## src/rtl/mux4_rr_arbiter_if.sv

```systemverilog
// Requester/consumer bundle for mux4_rr_arbiter: four req/data lanes in, one valid/ready beat out.
interface mux4_rr_arbiter_if #(
    parameter int WIDTH = 8
);
    logic [3:0]         req;
    logic [4*WIDTH-1:0] in_data;
    logic [3:0]         lock;
    logic [3:0]         ack;
    logic [1:0]         sel;
    logic               out_valid;
    logic [WIDTH-1:0]   out_data;
    logic               out_ready;

    modport master (
        output req, in_data, lock, out_ready,
        input  ack, sel, out_valid, out_data
    );

    modport slave (
        input  req, in_data, lock, out_ready,
        output ack, sel, out_valid, out_data
    );
endinterface

```

## src/rtl/mux4_rr_arbiter.sv

```systemverilog
// Four-way round-robin arbiter feeding one registered valid/ready output beat.
// Optional grant locking is enabled by defining ARB_LOCK_EN.
module mux4_rr_arbiter #(
    parameter int WIDTH = 8
) (
    input logic              clk,
    input logic              rst_n,
    mux4_rr_arbiter_if.slave bus
);
    typedef enum logic {IDLE = 1'b0, HOLD = 1'b1} state_t;

    state_t           state;
    state_t           state_next;
    logic [1:0]       ptr;
    logic [1:0]       winner;
    logic [1:0]       cand;
    logic             found;
    logic             can_load;
    logic             load;
    logic [WIDTH-1:0] data_q;
    logic [1:0]       sel_q;

`ifdef ARB_LOCK_EN
    logic lock_flag;
`else
    logic unused_lock;
    assign unused_lock = ^bus.lock;
`endif

    // Rotating priority starting just after the last granted index.
    always_comb begin
        winner = ptr;
        cand   = ptr;
        found  = 1'b0;
        for (int k = 1; k <= 4; k++) begin
            cand = ptr + 2'(k);
            if (!found && bus.req[cand]) begin
                winner = cand;
                found  = 1'b1;
            end
        end
`ifdef ARB_LOCK_EN
        if (lock_flag && bus.req[ptr]) begin
            winner = ptr;
        end
`endif
    end

    assign can_load = (state == IDLE) || bus.out_ready;
    assign load     = rst_n && (|bus.req) && can_load;

    always_comb begin
        state_next = state;
        bus.ack    = 4'b0000;
        if (load) begin
            state_next = HOLD;
            bus.ack    = 4'(1) << winner;
        end else if (state == HOLD && bus.out_ready) begin
            state_next = IDLE;
        end
    end

    always_ff @(posedge clk) begin
        if (!rst_n) begin
            state <= IDLE;
        end else begin
            state <= state_next;
        end
    end

    always_ff @(posedge clk) begin
        if (!rst_n) begin
            ptr    <= 2'd3;
            data_q <= '0;
            sel_q  <= 2'd0;
        end else if (load) begin
            ptr    <= winner;
            data_q <= bus.in_data[winner*WIDTH +: WIDTH];
            sel_q  <= winner;
        end
    end

`ifdef ARB_LOCK_EN
    // A load opportunity that does not re-grant the locked owner ends the lock.
    always_ff @(posedge clk) begin
        if (!rst_n) begin
            lock_flag <= 1'b0;
        end else if (can_load) begin
            if (load) begin
                lock_flag <= bus.lock[winner];
            end else begin
                lock_flag <= 1'b0;
            end
        end
    end
`endif

    assign bus.out_valid = (state == HOLD);
    assign bus.out_data  = data_q;
    assign bus.sel       = sel_q;
endmodule

```

## src/flat_wrapper.sv

```systemverilog
// flat-port wrapper written by rule: the top's interface ports become plain ports
module mux4_rr_arbiter_flat 
#(
    parameter int WIDTH = 8
)
  (clk, rst_n, bus_req, bus_in_data, bus_lock, bus_out_ready, bus_ack, bus_sel, bus_out_valid, bus_out_data);
  mux4_rr_arbiter_if #(.WIDTH(WIDTH)) bus_i ();
  input logic clk;
  input logic rst_n;
  input wire logic [$bits(bus_i.req)-1:0] bus_req;
  input wire logic [$bits(bus_i.in_data)-1:0] bus_in_data;
  input wire logic [$bits(bus_i.lock)-1:0] bus_lock;
  input wire logic [$bits(bus_i.out_ready)-1:0] bus_out_ready;
  output wire logic [$bits(bus_i.ack)-1:0] bus_ack;
  output wire logic [$bits(bus_i.sel)-1:0] bus_sel;
  output wire logic [$bits(bus_i.out_valid)-1:0] bus_out_valid;
  output wire logic [$bits(bus_i.out_data)-1:0] bus_out_data;
  assign bus_i.req = bus_req;
  assign bus_i.in_data = bus_in_data;
  assign bus_i.lock = bus_lock;
  assign bus_i.out_ready = bus_out_ready;
  assign bus_ack = bus_i.ack;
  assign bus_sel = bus_i.sel;
  assign bus_out_valid = bus_i.out_valid;
  assign bus_out_data = bus_i.out_data;
  mux4_rr_arbiter #(.WIDTH(WIDTH)) u_core (.clk(clk), .rst_n(rst_n), .bus(bus_i));
endmodule
```

## config.mk

```make
export PLATFORM = sky130hd
export DESIGN_NAME = mux4_rr_arbiter_flat
export DESIGN_NICKNAME = d
export VERILOG_FILES = /design/src/rtl/mux4_rr_arbiter_if.sv /design/src/rtl/mux4_rr_arbiter.sv /design/src/flat_wrapper.sv
export SDC_FILE = /design/constraint.sdc
export NUM_CORES = 1
export LEC_CHECK = 0
export ABC_AREA = 1
export BUFFER_PORTS_ARGS = -buffer_cell sky130_fd_sc_hd__buf_2
export CAP_MARGIN = 20
export CELL_PAD_IN_SITES_DETAIL_PLACEMENT = 1
export CELL_PAD_IN_SITES_GLOBAL_PLACEMENT = 1
export CORE_UTILIZATION = 32
export CTS_CLUSTER_DIAMETER = 150
export DETAILED_ROUTE_END_ITERATION = 10
export GPL_TIMING_DRIVEN = 0
export PLACE_DENSITY = 0.86
export SYNTH_ARGS = -nofsm -noshare
export SYNTH_HDL_FRONTEND = slang
export SYNTH_SLANG_ARGS = --single-unit
```

## constraint.sdc

```tcl
create_clock -name clk -period 4.8 [get_ports clk]
set_input_delay 0.48 -clock clk [delete_from_list [all_inputs] [get_ports clk]]
set_output_delay 0.48 -clock clk [all_outputs]
set_load 0.03 [all_outputs]
```

==> results_dict.tcl, run 1 <==
set metrics [dict create \
    fin_crit_sh_pct 55.1 \
    die_y_um 61.5 \
    wl_met1_mm 1.72 \
    totalWireLength_mm 3.74 \
    n_antenna_cell 0 \
    crit_arrival_ps 2160 \
    antenna_found_initial 0 \
    yosys_warnings 0 \
    grt_pass1_wl_mm 5.66 \
    reg2regPathDepth 13 \
    crit_chain "buf_6 -> nand2_2 -> nand2_1 -> nand2_1 -> nand2_2 -> nand2_2 -> nand2_2 -> nand2_4 -> nand2_4 -> inv_1 -> nor2_1 -> inv_1 -> nor2_1 -> buf_2" \
    regToRegStartpoint "u_core.ptr[1]" \
    portBuffers 53 \
    cp_max_fo 10 \
    crit_path_max_incr_delay_ps 410 \
    syn2layout_area_growth_pct 30.9 \
    wire_per_inst_um 13.4 \
    clk_pin_slew_ps 80 \
    drcViolationCount 0 \
    ant_nets 0 \
    synth.distinct_cells 23 \
    syn-instance-count 177 \
    place_congestion 0.758 \
    post_cts_resized 0 \
    startpoint "u_core.ptr[0]" \
    nets 278 \
    maxCapViolations 0 \
    drtIter0Drc 53 \
    fmax_ghz 0.378 \
    ys_seq_elements 13 \
    hpwlAfterDp_mm 2.93 \
    relSlewSlack_pct 66.6 \
    reg2reg_slack_ps 2930 \
    clock_latency_ps 290 \
    rsz0062_at_grt "false" \
    numCtsBuffers 3 \
    root_buffer "clkbuf_4" \
    worstReg2RegEnd "u_core.bus.out_data[4]" \
    first_pass_iters 4 \
    critPathSlowestCell "dfxtp_1" \
    tightest_slew_ps 501 \
    vias_per_cell 4.97 \
    syn_area_sq_um 1130 \
    tns_ps 0 \
    holdWs_ps 445 \
    die_area_sq_um 3780 \
    wl_met2_mm 1.81 \
    core_area_sq_um 3360 \
    postCtsHoldBufs 0 \
    slew_violations 0 \
    grt_max_degree 11 \
    fillers 502 \
    track_usage_pct 20.4 \
    cts_num_sinks 13 \
    avgSynthCellArea_sq_um 6.39 \
    syn_nets 220 \
    crit_top_cell "nand2_2" \
    cts_tree "yes" \
    endpoint "bus_ack[3]" \
    hold_class "in2reg" \
    htreeDepth 1 \
    post_cts_buffers 0 \
    first_global_vias 1271 \
    layout_common_cells "53 x buf_2, 47 x nand3_1, 46 x nand2_1" \
    hold_violations 0 \
    p_per_area_nw_per_um2 867 \
    power_w 0.00128 \
    rows 21 \
    setup_viol 0 \
    boundaryPins 58 \
    drive_gt1_share_pct 38.9 \
    yosysSeqAreaShare_pct 23.0 \
    initial_utilization_pct 33.6 \
    clockBufferDepth 2 \
    ir_drop_mv 0.346 \
    routed-wl-met3_um 191 \
    vias 1392 \
    p_leak_nw 0.788 \
    fin_crit_ps 2640 \
    mostFrequentLayoutCell "buf_2" \
    cp.required_ps 4320 \
    grt-ovfl-total 0 \
    crit_type "reg2out" \
    cp-end-kind "primary output" \
    fin_skew_ps 4.81 \
    critPathLaunchType "register" \
    die_x_um 61.5 \
    top_layer_used "met4" \
    run_status "complete, no violations" \
]
==> Yosys cell counts <==
master,n,area (sq um)
nand3_2,9,90.1
nor3_1,1,5.00
a21oi_2,1,8.76
dfxtp_1,13,260
inv_2,2,7.51
clkbuf_1,2,7.51
nand2_4,3,33.8
nor4_1,1,6.26
o21ai_0,2,10.0
inv_1,10,37.5
o31ai_1,1,7.51
buf_6,3,33.8
buf_4,1,7.51
buf_8,1,15.0
a21oi_1,10,50.1
nor2_1,7,26.3
nand3_1,47,235
nand3_4,1,17.5
o21ai_1,1,5.00
nand2_1,46,173
inv_4,1,6.26
or2_1,1,6.26
nand2_2,13,81.3
==> critical path, delay by kind of cell, from the launching register on <==
family / cells / cell delay (ps)
simple gates: 10 / 930
flops: 1 / 410
buf+inv: 4 / 530
==> registers in the layout, summed over array words and instances (netlist names) <==
signal,flops
u_core.ptr,2
u_core.bus.sel,2
u_core.bus.out_data,8
u_core.bus.out_valid,1
==> metrics by stage <==
stage,instance area (sq um),setup WS (ps),std cells,utilization [%]
floorplan,1130,2610,177,-
global route,1480,1990,280,44.0
detailed placement,1450,2400,276,43.2
finish,1480,2160,280,44.0
CTS,1480,2150,280,44.0
global placement,1450,2430,276,43.2
==> layer usage <==
layer	track usage [%]	vias to the layer above
met5	0	-
met4	2.86	0
met3	4.62	4
met2	36.3	40
met1	25.6	642
li1	-	706
==> cells by family after synthesis <==
| logic type | synth area share (%) |
|---|---|
| compound gates | 7.19 |
| buf+inv | 10.2 |
| simple gates | 59.6 |
| flops | 23.0 |
==> worst min path at each step <==
stage,startpoint,end,slack [ps],cells past startpoint
finish,rst_n,u_core.bus.out_valid,450,3
global route,rst_n,u_core.bus.out_valid,470,3
CTS,rst_n,u_core.bus.out_valid,450,3
detailed placement,u_core.bus.out_data[5],u_core.bus.out_data[5],460,2
global placement,u_core.bus.out_data[3],u_core.bus.out_data[3],450,2
floorplan,u_core.ptr[1],u_core.ptr[1],590,2
==> cell type report <==
| cell class | instances | area, sq um | share of cell area (%) |
|---|---|---|---|
| well taps | 46 | 57.6 | 3.89 |
| flip-flops and latches | 13 | 260 | 17.6 |
| multi-input cells | 144 | 756 | 51.1 |
| clock buffers | 4 | 26.3 | 1.78 |
| plain buffers | 7 | 63.8 | 4.31 |
| inverters | 13 | 51.3 | 3.47 |
| repair buffers | 53 | 265 | 17.9 |
==> power breakdown <==
group	internal [W]	switching (W)
clock network	0.0000323	0.0000397
registers	0.000154	0.0000319
logic	0.000338	0.000686
Note: power is estimated with default switching activity, not from simulation.
==> run 2, diff against run 1 <==
--- a/config.mk
+++ b/config.mk
@@ -5,16 +5,16 @@
 export SDC_FILE = /design/constraint.sdc
 export NUM_CORES = 1
 export LEC_CHECK = 0
-export ABC_AREA = 1
+export ABC_AREA = 0
 export BUFFER_PORTS_ARGS = -buffer_cell sky130_fd_sc_hd__buf_2
 export CAP_MARGIN = 20
 export CELL_PAD_IN_SITES_DETAIL_PLACEMENT = 1
 export CELL_PAD_IN_SITES_GLOBAL_PLACEMENT = 1
-export CORE_UTILIZATION = 32
+export CORE_UTILIZATION = 25
 export CTS_CLUSTER_DIAMETER = 150
 export DETAILED_ROUTE_END_ITERATION = 10
 export GPL_TIMING_DRIVEN = 0
-export PLACE_DENSITY = 0.86
+export PLACE_DENSITY = 0.75
 export SYNTH_ARGS = -nofsm -noshare
 export SYNTH_HDL_FRONTEND = slang
 export SYNTH_SLANG_ARGS = --single-unit
==> constraint.sdc (replaced) <==
create_clock -name clk -period 2.2 [get_ports clk]
set_input_delay 0.22 -clock clk [delete_from_list [all_inputs] [get_ports clk]]
set_output_delay 0.22 -clock clk [all_outputs]
set_load 0.03 [all_outputs]
==> run 2 against run 1 <==
Effect of this change: global-route usage is 3.3 points lower; sequential cell count stayed put; core utilization is 7.1 points lower; critical path type unchanged; largest power group unchanged.
==> results_dict.tcl, run 2 <==
set metrics [dict create \
    place_congestion 0.721 \
    combPwrFrac_pct 44.9 \
    slew_violations 0 \
    crit_type "reg2out" \
    p_per_area_nw_per_um2 653 \
    portBuffers 52 \
    syn2layout_area_growth_pct 40.5 \
    first_pass_iters 4 \
    crit_arrival_ps 1860 \
    root_buffer "clkbuf_4" \
    syn_area_sq_um 885 \
    met1_usage_pct 21.3 \
    postLayoutCellArea_sq_um 1240 \
    grtUsageMet3_pct 1.47 \
    regToRegStartpoint "u_core.ptr[0]" \
    vias 1034 \
    pwr-share-seq_pct 35.6 \
    synth_area_leaders "dfxtp_1 29%, mux2i_1 12%, a211o_1 6.9%" \
    critPathLaunchType "register" \
    syn-instance-count 103 \
    n_antenna_cell 0 \
    crit_chain "nor2b_2 -> o21bai_1 -> a21o_1 -> clkbuf_4 -> nand3_4 -> nor2_1 -> buf_2" \
    drtIter0Drc 35 \
    met2_usage_pct 30.1 \
    fin_ws_ps 121 \
    clockPowerShare_pct 19.6 \
    htreeDepth 1 \
    vias_per_cell 5.04 \
    largest_register_ffs 8 \
    track_usage_pct 17.1 \
    setup_viol 0 \
    tightest_slew_ps 594 \
    ys_seq_elements 13 \
    die_x_um 61.5 \
    fin_crit_sh_pct 94.5 \
    layout_common_cells "55 x buf_2, 12 x dfxtp_1, 11 x mux2i_1" \
    totalWireLength_mm 3.01 \
    p_int_w 0.000483 \
    yosysMostFrequentCell "dfxtp_1" \
    p_leak_nw 0.610 \
    fmax_ghz 0.481 \
    critPathSlowestCell "dfxtp_2" \
    core_area_sq_um 3360 \
    yosysSeqAreaShare_pct 29.4 \
    critical_path.top_delay_family "simple AND/OR/NAND/NOR gates" \
    yosys_warnings 0 \
    cp.required_ps 1980 \
    postCtsHoldBufs 0 \
    die_y_um 61.5 \
    synth-edff-count 0 \
    nets 203 \
    switchingPower_w 0.000328 \
    fin_crit_ps 2080 \
    clk_pin_slew_ps 80 \
    rows 21 \
    drive_gt1_share_pct 41.5 \
    yosys-top-cells-count "13 x dfxtp_1, 11 x mux2i_1, 10 x nand2_1" \
    p_sw_share_pct 40.4 \
    fin_skew_ps 3.59 \
    hold_class "in2reg" \
    synthFlopType "dfxtp_1" \
    crit_path_max_incr_delay_ps 350 \
    grt-ovfl-total 0 \
    synth.largest_area_cell "dfxtp_1" \
    synth.distinct_cells 31 \
    place_area_sq_um 1200 \
    ys_async_sr_fraction_pct 0 \
    ant_nets 0 \
    hpwlAfterDp_mm 2.37 \
    post_cts_buffers 0 \
    cp_max_fo 10 \
    cp-end-kind "primary output" \
    synthDominantCellAreaShare_pct 29.4 \
    wire_per_inst_um 14.7 \
    hold_violations 0 \
    avgSynthCellArea_sq_um 8.59 \
    relSlewSlack_pct 60.1 \
    hp-start "rst_n" \
    grt_pass1_wl_mm 4.77 \
    maxCapViolations 0 \
    mostFrequentLayoutCell "buf_2" \
    run_status "complete, no violations" \
    cts_tree "yes" \
    cp_num_buf_inv 2 \
    ir_drop_mv 0.292 \
    drcViolationCount 0 \
    initial_utilization_pct 26.3 \
    boundaryPins 58 \
    clock_latency_ps 290 \
    grt_max_degree 11 \
    grt-busiest-layer "met2" \
    first_global_vias 1074 \
    cts_num_sinks 13 \
    startpoint "u_core.ptr[0]" \
    clockBufferDepth 2 \
    holdWs_ps 229 \
    pre_cts_ws_ps 167 \
    antenna_found_initial 0 \
    numCtsBuffers 3 \
    die_area_sq_um 3780 \
    syn_nets 146 \
]
run 2: cell count changes in the layout (fill, tap and decap cells not counted), sizes merged, moves of 8 or more:
cell / before / now
mux2i: 0 / 11
nand2: 62 / 10
inv: 13 / 2
a21oi: 11 / 3
nand3: 57 / 2
run 2: worst paths after layout:
| path | depth (start not counted) | to | slack [ps] |
|---|---|---|---|
| hold / removal | 2 | u_core.ptr[0] | 230 |
| hold reg to reg | 2 | u_core.bus.out_data[4] | 480 |
| setup / recovery | 7 | bus_ack[2] | 120 |
| setup reg to reg | 6 | u_core.bus.out_data[4] | 590 |
run 2: power by group through the flow:
| stage | combinational [W] | clock [W] | sequential (W) |
|---|---|---|---|
| detailed placement | 0.000362 | 0 | 0.000293 |
| global route | 0.000400 | 0.000170 | 0.000292 |
| finish | 0.000364 | 0.000159 | 0.000289 |
| floorplan | 0.000189 | 0 | 0.000352 |
| CTS | 0.000366 | 0.000162 | 0.000289 |
| global placement | 0.000350 | 0 | 0.000292 |
run 2: cell families (layout without fill, tap and decap cells):
family                 count (synthesis)  in the layout  synth area share (%)
buffers and inverters                  9             65                  5.23
AO/OA/AOI/OAI                         34             34                  30.1
AND/OR/NAND/NOR                       36             36                  22.8
multiplexers                          11             11                  12.4
flip-flops                            13             13                  29.4
run 2: stage by stage:
step	std cells	util, %	TNS, ps	total power (W)
final	205	36.9	0	0.000812
after global routing	205	36.9	-40.8	0.000861
after CTS	205	36.9	0	0.000817
after detailed placement	201	35.8	0	0.000655
after global placement	201	35.8	0	0.000642
after floorplan	103	-	0	0.000541
run 2: final cells by class:
cell class / count / area, sq um
buffer: 7 / 41.3
clock buffer: 4 / 26.3
sequential: 13 / 262
tap: 46 / 57.6
inverter: 2 / 7.51
timing repair buffer: 52 / 260
multi-input combinational: 81 / 588
fill: 442 / 2120
run 2: metal layers:
layer,routed length (um),vias up
li1,-,506
met1,1330,496
met2,1540,25
met3,90,7
met4,58,0
met5,0,-
run 2: timing repair:
action | in CTS | in global routing
pin swaps | 0 | 0
setup endpoints to repair | 2 | 2
hold endpoints to repair | 0 | 0
resized for setup | 3 | 1
==> run 3, diff against run 2 <==
--- a/config.mk
+++ b/config.mk
@@ -8,13 +8,11 @@
 export ABC_AREA = 0
 export BUFFER_PORTS_ARGS = -buffer_cell sky130_fd_sc_hd__buf_2
 export CAP_MARGIN = 20
-export CELL_PAD_IN_SITES_DETAIL_PLACEMENT = 1
-export CELL_PAD_IN_SITES_GLOBAL_PLACEMENT = 1
-export CORE_UTILIZATION = 25
+export CORE_UTILIZATION = 37
 export CTS_CLUSTER_DIAMETER = 150
 export DETAILED_ROUTE_END_ITERATION = 10
 export GPL_TIMING_DRIVEN = 0
-export PLACE_DENSITY = 0.75
+export PLACE_DENSITY = 0.76
 export SYNTH_ARGS = -nofsm -noshare
 export SYNTH_HDL_FRONTEND = slang
 export SYNTH_SLANG_ARGS = --single-unit
==> run 3 against run 2 <==
Effect of this change: cell area down 1.0%; critical path type unchanged; routed wire length down 17%; first-iteration DRC count down 11%; clock skew down 0.78 ps; sequential power about the same.
==> results_dict.tcl, run 3 (same netlist as run 2, synthesis figures left out) <==
set metrics [dict create \
    top_layer_used "met4" \
    vias_per_cell 5.48 \
    fin_skew_ps 2.80 \
    track_usage_pct 21.5 \
    place_congestion 0.786 \
    initial_utilization_pct 39.6 \
    seqCellArea_sq_um 262 \
    largest_register_ffs 8 \
    ir_drop_mv 0.344 \
    maxCapViolations 0 \
    die_area_sq_um 2590 \
    power_w 0.000810 \
    die_x_um 50.9 \
    mostFrequentLayoutCell "buf_2" \
    die_y_um 50.9 \
    crit_type "reg2out" \
    drcViolationCount 0 \
    dp_cells 183 \
    grt_pass1_wl_mm 4.17 \
    ant_nets 0 \
    first_global_vias 987 \
    regToRegStartpoint "u_core.ptr[0]" \
    nets 203 \
    holdWs_ps 210 \
    boundaryPins 58 \
    fin_crit_sh_pct 92.5 \
    place_area_sq_um 1180 \
    drive_gt1_share_pct 42.8 \
    crit_arrival_ps 1810 \
    wl_met2_mm 1.21 \
    wl_met1_mm 1.10 \
    critPathSlowestCell "dfxtp_2" \
    hp-start "rst_n" \
    cp_max_fo 10 \
    drtIter0Drc 31 \
    vias 1024 \
    first_pass_iters 4 \
    run_status "complete, no violations" \
    core_area_sq_um 2230 \
    multi_input_area_sq_um 596 \
    tns_ps 0 \
    wire_per_inst_um 13.4 \
    rows 17 \
    cts_num_sinks 13 \
    htreeDepth 1 \
    holdPathEnd "u_core.ptr[0]" \
    tightest_slew_ps 549 \
    crit_chain "nor2b_2 -> o21bai_1 -> a21o_1 -> clkbuf_4 -> nand3_4 -> nor2_1 -> buf_2" \
    crit_path_max_incr_delay_ps 350 \
    p_per_area_nw_per_um2 659 \
    antenna_found_initial 0 \
    hold_violations 0 \
    slew_violations 0 \
    postCtsHoldBufs 0 \
    critical_path.top_delay_family "simple AND/OR/NAND/NOR gates" \
    reg2reg_slack_ps 610 \
    fin_cells 187 \
    rsz0062_at_grt "false" \
    fmax_ghz 0.491 \
    critPathLaunchType "register" \
    worstHoldPathCells 2 \
    syn2layout_area_growth_pct 39.0 \
    grt-ovfl-total 0 \
    cp.required_ps 1980 \
    clock_latency_ps 290 \
    grt_max_degree 11 \
    setup_viol 0 \
    clk_pin_slew_ps 80 \
    cp_num_buf_inv 2 \
    numCtsBuffers 3 \
    worstReg2RegEnd "u_core.bus.out_data[6]" \
    hold_class "in2reg" \
    fin_crit_ps 2030 \
    layout_common_cells "54 x buf_2, 12 x dfxtp_1, 11 x mux2i_1" \
    portBuffers 52 \
    reg2regPathDepth 6 \
    relSlewSlack_pct 63.2 \
    fillers 227 \
    postLayoutCellArea_sq_um 1230 \
    p_leak_nw 0.610 \
    root_buffer "clkbuf_4" \
    routed-wl-met3_um 150 \
    cts_tree "yes" \
    totalWireLength_mm 2.51 \
    cp-end-kind "primary output" \
    post_cts_buffers 0 \
    hpwlAfterDp_mm 2.00 \
    clockBufferDepth 2 \
    n_antenna_cell 0 \
]
run 3: worst register-to-register path, cell delays in order (launching register included):
cell      delay, ps
dfxtp_2         350
nand2b_1        180
a21oi_2         420
nor3_4           90
buf_6           170
mux2i_1         160
o211ai_1        100
run 3: cell type report:
cell class                 instances  area share, %
buffer                             7           3.36
clock buffer                       4           2.14
inverter                           2          0.610
multi-input combinational         81           48.4
sequential                        13           21.3
tap                               28           2.85
timing repair buffer              52           21.4
run 3: worst max path at each step:
stage                       start         end  slack, ps  cells after the start
global placement       bus_req[3]  bus_ack[2]        330                      8
CTS                 u_core.ptr[0]  bus_ack[2]         50                      7
detailed placement     bus_req[3]  bus_ack[2]        300                      8
floorplan           u_core.ptr[0]  bus_ack[2]        430                      6
finish              u_core.ptr[0]  bus_ack[2]        170                      7
global route        u_core.ptr[0]  bus_ack[2]         10                      7
run 3: where the power goes:
part	leakage (nW)	internal, W	switching (W)
Sequential	0.108	0.000271	0.0000171
Combinational	0.487	0.000144	0.000219
Clock	0.0150	0.0000707	0.0000890
run 3: timing repair:
item	4_1_cts	5_1_grt
setup endpoints to repair	2	3
resized for setup	1	6
hold endpoints to repair	0	0
run 3: layer usage:
metal | up-vias | track usage (%)
met5 | - | 0
met4 | 0 | 11.1
li1 | 505 | -
met3 | 5 | 4.76
met2 | 38 | 35.1
met1 | 476 | 26.3
run 3: metrics by stage:
| stage | util (%) | setup WS (ps) |
|---|---|---|
| 6_report | 55.1 | 165 |
| 3_3_place_gp | 52.8 | 329 |
| 2_1_floorplan | - | 426 |
| 5_1_grt | 55.1 | 14.9 |
| 4_1_cts | 54.3 | 49.1 |
| 3_5_place_dp | 52.8 | 299 |
